==> src/rtl/alu_exec_unit.sv <==
// RV32I execute stage: ALU-control decode (Opcode/FuncCode -> 7-bit ALUCtl) merged with the
// 32-bit ALU and branch comparator, result and branch flag registered once.
module alu_exec_unit (
    input  logic        clk,
    input  logic        rst_n,
    input  logic [6:0]  Opcode,
    input  logic [3:0]  FuncCode,
    input  logic [31:0] A,
    input  logic [31:0] B,
    output logic [31:0] ALUOut,
    output logic        Branch_Enable
);

    typedef enum logic [6:0] {
        OPC_OP     = 7'b0110011,
        OPC_OP_IMM = 7'b0010011,
        OPC_LUI    = 7'b0110111,
        OPC_AUIPC  = 7'b0010111,
        OPC_JAL    = 7'b1101111,
        OPC_JALR   = 7'b1100111,
        OPC_LOAD   = 7'b0000011,
        OPC_STORE  = 7'b0100011,
        OPC_BRANCH = 7'b1100011
    } opcode_e;

    typedef enum logic [6:0] {
        CTL_ZERO  = 7'h00,
        CTL_ADD   = 7'h01,
        CTL_SUB   = 7'h02,
        CTL_SLL   = 7'h03,
        CTL_SLT   = 7'h04,
        CTL_SLTU  = 7'h05,
        CTL_XOR   = 7'h06,
        CTL_SRL   = 7'h07,
        CTL_SRA   = 7'h08,
        CTL_OR    = 7'h09,
        CTL_AND   = 7'h0A,
        CTL_PASSB = 7'h0B
    } alu_ctl_e;

    typedef enum logic [2:0] {
        BR_NONE = 3'd0,
        BR_EQ   = 3'd1,
        BR_NE   = 3'd2,
        BR_LT   = 3'd3,
        BR_GE   = 3'd4,
        BR_LTU  = 3'd5,
        BR_GEU  = 3'd6
    } br_sel_e;

    alu_ctl_e    alu_ctl;
    br_sel_e     br_sel;
    logic [2:0]  funct3;
    logic        funct7b5;
    logic [4:0]  shamt;
    logic [31:0] alu_res;
    logic        br_taken;
    logic        eq, lt, ltu;

    logic [31:0] aluout_d, aluout_q;
    logic        br_d, br_q;

    assign funct3   = FuncCode[2:0];
    assign funct7b5 = FuncCode[3];
    assign shamt    = B[4:0];

    // R-type and I-type share one f3 table; only f3=000 differs (I-type never subtracts).
    always_comb begin
        alu_ctl = CTL_ZERO;
        br_sel  = BR_NONE;
        case (Opcode)
            OPC_OP, OPC_OP_IMM: begin
                case (funct3)
                    3'b000: alu_ctl = (Opcode == OPC_OP && funct7b5) ? CTL_SUB : CTL_ADD;
                    3'b001: alu_ctl = CTL_SLL;
                    3'b010: alu_ctl = CTL_SLT;
                    3'b011: alu_ctl = CTL_SLTU;
                    3'b100: alu_ctl = CTL_XOR;
                    3'b101: alu_ctl = funct7b5 ? CTL_SRA : CTL_SRL;
                    3'b110: alu_ctl = CTL_OR;
                    default: alu_ctl = CTL_AND;
                endcase
            end
            OPC_LUI: alu_ctl = CTL_PASSB;
            OPC_AUIPC, OPC_JAL, OPC_JALR, OPC_LOAD, OPC_STORE: alu_ctl = CTL_ADD;
            OPC_BRANCH: begin
                alu_ctl = CTL_SUB;
                case (funct3)
                    3'b000:  br_sel = BR_EQ;
                    3'b001:  br_sel = BR_NE;
                    3'b100:  br_sel = BR_LT;
                    3'b101:  br_sel = BR_GE;
                    3'b110:  br_sel = BR_LTU;
                    3'b111:  br_sel = BR_GEU;
                    default: br_sel = BR_NONE;
                endcase
            end
            default: begin
                alu_ctl = CTL_ZERO;
                br_sel  = BR_NONE;
            end
        endcase
    end

    assign eq  = (A == B);
    assign lt  = ($signed(A) < $signed(B));
    assign ltu = (A < B);

    always_comb begin
        alu_res = '0;
        case (alu_ctl)
            CTL_ADD:   alu_res = A + B;
            CTL_SUB:   alu_res = A - B;
            CTL_SLL:   alu_res = A << shamt;
            CTL_SLT:   alu_res = {31'd0, lt};
            CTL_SLTU:  alu_res = {31'd0, ltu};
            CTL_XOR:   alu_res = A ^ B;
            CTL_SRL:   alu_res = A >> shamt;
            CTL_SRA:   alu_res = $unsigned($signed(A) >>> shamt);
            CTL_OR:    alu_res = A | B;
            CTL_AND:   alu_res = A & B;
            CTL_PASSB: alu_res = B;
            default:   alu_res = '0;
        endcase
    end

    always_comb begin
        br_taken = 1'b0;
        case (br_sel)
            BR_EQ:   br_taken = eq;
            BR_NE:   br_taken = !eq;
            BR_LT:   br_taken = lt;
            BR_GE:   br_taken = !lt;
            BR_LTU:  br_taken = ltu;
            BR_GEU:  br_taken = !ltu;
            default: br_taken = 1'b0;
        endcase
    end

    assign aluout_d = alu_res;
    assign br_d     = br_taken;

    always_ff @(posedge clk or negedge rst_n) begin
        if (!rst_n) begin
            aluout_q <= '0;
            br_q     <= 1'b0;
        end else begin
            aluout_q <= aluout_d;
            br_q     <= br_d;
        end
    end

    assign ALUOut        = aluout_q;
    assign Branch_Enable = br_q;

endmodule

==> config.mk <==
export PLATFORM = sky130hd
export DESIGN_NAME = alu_exec_unit
export DESIGN_NICKNAME = d
export VERILOG_FILES = /design/src/rtl/alu_exec_unit.sv
export SDC_FILE = /design/constraint.sdc
export NUM_CORES = 1
export LEC_CHECK = 0
export ABC_AREA = 1
export CELL_PAD_IN_SITES_DETAIL_PLACEMENT = 0
export CELL_PAD_IN_SITES_GLOBAL_PLACEMENT = 1
export CORE_MARGIN = 2
export CORE_UTILIZATION = 36
export CTS_BUF_LIST = sky130_fd_sc_hd__clkbuf_4 sky130_fd_sc_hd__clkbuf_8
export CTS_CLUSTER_DIAMETER = 150
export DETAILED_ROUTE_END_ITERATION = 7
export GPL_ROUTABILITY_DRIVEN = 0
export MAX_ROUTING_LAYER = met4
export PLACE_DENSITY = 0.77
export SYNTH_ARGS = -nofsm -noshare
export SYNTH_HDL_FRONTEND = slang
export SYNTH_SLANG_ARGS = --single-unit
==> constraint.sdc <==
create_clock -name clk -period 0.8 [get_ports clk]
set_clock_uncertainty 0.1 [all_clocks]
set_input_delay 0.16 -clock clk [delete_from_list [all_inputs] [get_ports clk]]
set_output_delay 0.16 -clock clk [all_outputs]
set_load 0.02 [all_outputs]
==> run_results.csv <==
group,metric,value,unit
status,status,"complete, but fails checks",
status,violations,"DRC, setup timing",
sta,worst_slack,-1260,ps
clock_tree,cts_buffers,5,
sta,final_min_period_over_clock_period,257,%
sta,finalHoldViolations,0,
sta,fin_hold_ws,191,ps
placement,dpl.cell_count,3422,
critical_path,cp_max_fo,5,
cells_and_area,final_cell_mix,"nand2_1 (618), buf_4 (545), nand3_1 (252)",
clock_tree,cts_max_level,2,
clock_tree,cts_sinks,33,
grt,antenna_found_initial,1,
grt,grt_pass1_wl,110000,µm
cells_and_area,area_growth_syn_to_layout,83.5,%
yosys,synth_seq_cells,33,
die,die_x,188,µm
job,max_cap_viol_count,0,
die,start_util,36.4,%
clock_tree,clkTransAtPathRegs,100,ps
sta,fmax,486,MHz
yosys,synth_seq_area_share,6.78,%
critical_path,worstSetupPathType,"input port to register",
power,power_per_cell_area,801,mW/mm²
sta,drv_slew,0,
die,die_y,188,µm
yosys,avgSynthCellArea,4.91,µm²
sta,max_slew.worst_pin.slew,551,ps
route,wl,79600,µm
die,std_cell_rows,67,
route,first_pass_iters,8,
yosys,netlist_instances,2484,
sta,finalSetupViolCount,66,
cells_and_area,final_common_cell,"nand2_1",
placement,placed_area,0.0176,mm²
route,ant_nets,0,
sta,max_slew_margin,63.3,%
die,fp.coreArea,0.0334,mm²
placement,port_buffers,109,
critical_path,arrival,2130,ps
critical_path,cp.required,880,ps
grt,grt_pass1_vias,19194,
grt,grt_remaining_overflow,0,
cells_and_area,nets,3304,
route,wl_per_cell,22.3,µm
critical_path,end_kind,"register",
yosys,ys_warn_count,0,
clock_tree,cts_buffer_depth,2,
critical_path,start_kind,"input port",
die,die-area,0.0353,mm²
power,p_total,0.0179,W
route,vias,20943,
route,vias_per_cell,5.85,
yosys,synth-async-reset-ratio,100,%
sta,rsz0062_at_grt,"yes",
cells_and_area,stdcell_count,3578,
worst_hold_path,hold_class,"input port to async pin",
route,drtIter0Drc,2919,
placement,hpwl,57000,µm
power,leakage,11.8,nW
yosys,dominantRegCellSynth,"dfrtp_1",
cells_and_area,drive_gt1_share,46.9,%
power,peakVddDrop,0.000605,V
die,io_pins,110,
sta,finalCriticalPeriod,2060,ps
grt,grt_usage,42.1,%
yosys,synth_edf_count,0,
sta,final.setup.tns,-45660,ps
clock_tree,cts_tree,"built",
grt,grt_max_degree,58,
route,route.detailed.drc,17,
yosys,synth_cell_types,37,
cells_and_area,stdcell_area,0.0224,mm²
yosys,syn_nets,2660,
clock_tree,root_buffer,"clkbuf_8",
yosys,syn_area,0.0122,mm²
-- worst max path at each step --
| stage | depth (start not counted) | to | startpoint | slack [ps] |
|---|---|---|---|---|
| after floorplan | 20 | ALUOut[0] | B[4] | -1320 |
| after global placement | 13 | Branch_Enable | B[19] | -2280 |
| after detailed placement | 13 | Branch_Enable | B[19] | -2290 |
| after CTS | 16 | ALUOut[28] | A[0] | -1010 |
| after global routing | 17 | ALUOut[28] | B[0] | -1290 |
| final | 16 | ALUOut[22] | A[9] | -1260 |
-- layout make-up --
| class | instances | area (µm²) |
|---|---|---|
| antenna | 1 | 2.50 |
| multi-input combinational | 1993 | 12900 |
| clock inverter | 2 | 10.0 |
| inverter | 344 | 1410 |
| tap | 448 | 561 |
| fill | 2740 | 11100 |
| sequential | 33 | 828 |
| timing repair buffer | 751 | 6630 |
| clock buffer | 6 | 76.3 |
-- what timing repair did --
action / CTS / global route
pin swaps: 255 / 193
setup buffers: 103 / 40
hold endpoints to repair: 33 / 0
hold buffers: 1 / 0
setup endpoints to repair: 66 / 66
cloned: 9 / 1
resized for setup: 1219 / 335
-- critical path, cell delays in order --
cell,delay (ps)
buf_4,120
inv_4,80
ha_4,240
buf_4,170
nor2_4,170
nand2_1,120
nand2_2,90
nand2_2,100
nand2_2,200
nand2_2,90
nand3_1,100
nand2_1,70
nand2_1,60
o21ai_1,60
nor2_1,130
nand3_1,160
-- sequential cells by signal, summed over array words and instances, names as in the netlist --
name and flops:
ALUOut 32, Branch_Enable 1
-- metal layers --
metal / GRT usage, % / up-vias / routed length, µm / share of wire [%]
li1: - / 9137 / - / -
met1: 52.8 / 9580 / 29200 / 37
met2: 63.9 / 1657 / 33300 / 42
met3: 6.76 / 569 / 10000 / 13
met4: 24.7 / 0 / 7060 / 8.9
met5: - / - / 0 / 0
-- power breakdown --
group,switching [W],internal [W],total [W]
clock,0.000950,0.000643,0.00159
combinational,0.00849,0.00603,0.0145
sequential,0.0000639,0.00175,0.00181
-- synth_stat cells (3+ instances only) --
library cell,instances,area [µm²]
nand2_1,831,3120
nor2_1,350,1310
inv_1,332,1250
nand3_1,321,1610
o21ai_0,113,566
a21oi_1,104,521
ha_1,97,1210
clkbuf_1,62,233
nand4_1,51,319
dfrtp_1,33,826
xor2_1,27,236
buf_2,24,120
o21ai_1,23,115
buf_1,21,78.8
nor3_1,18,90.1
inv_2,11,41.3
o22ai_1,11,68.8
o211ai_1,8,60.1
and2_1,5,31.3
buf_4,5,37.5
nand3b_1,5,37.5
nand3_2,4,40.0
o21bai_1,4,30.0
nor2_4,3,33.8
or2_2,3,18.8
-- logic make-up (layout without fill, tap and decap cells) --
kind of cell	Yosys count	in the layout	synth area share (%)
AND/OR/NAND/NOR	1602	1602	55.2
buffers and inverters	458	1103	14.5
AO/OA/AOI/OAI	265	265	11.3
adder cells (fa/ha/maj)	99	99	10.3
flip-flops	33	33	6.78
XOR/XNOR	27	27	1.94
other	0	1	0
-- metrics by stage --
step	setup slack, ps	utilization, %
3_3_place_gp	-2280	52.5
5_1_grt	-1290	66.9
3_5_place_dp	-2290	52.5
4_1_cts	-1010	62.9
6_report	-1260	66.9
2_1_floorplan	-1320	-
(Power assumes the default switching activity.)
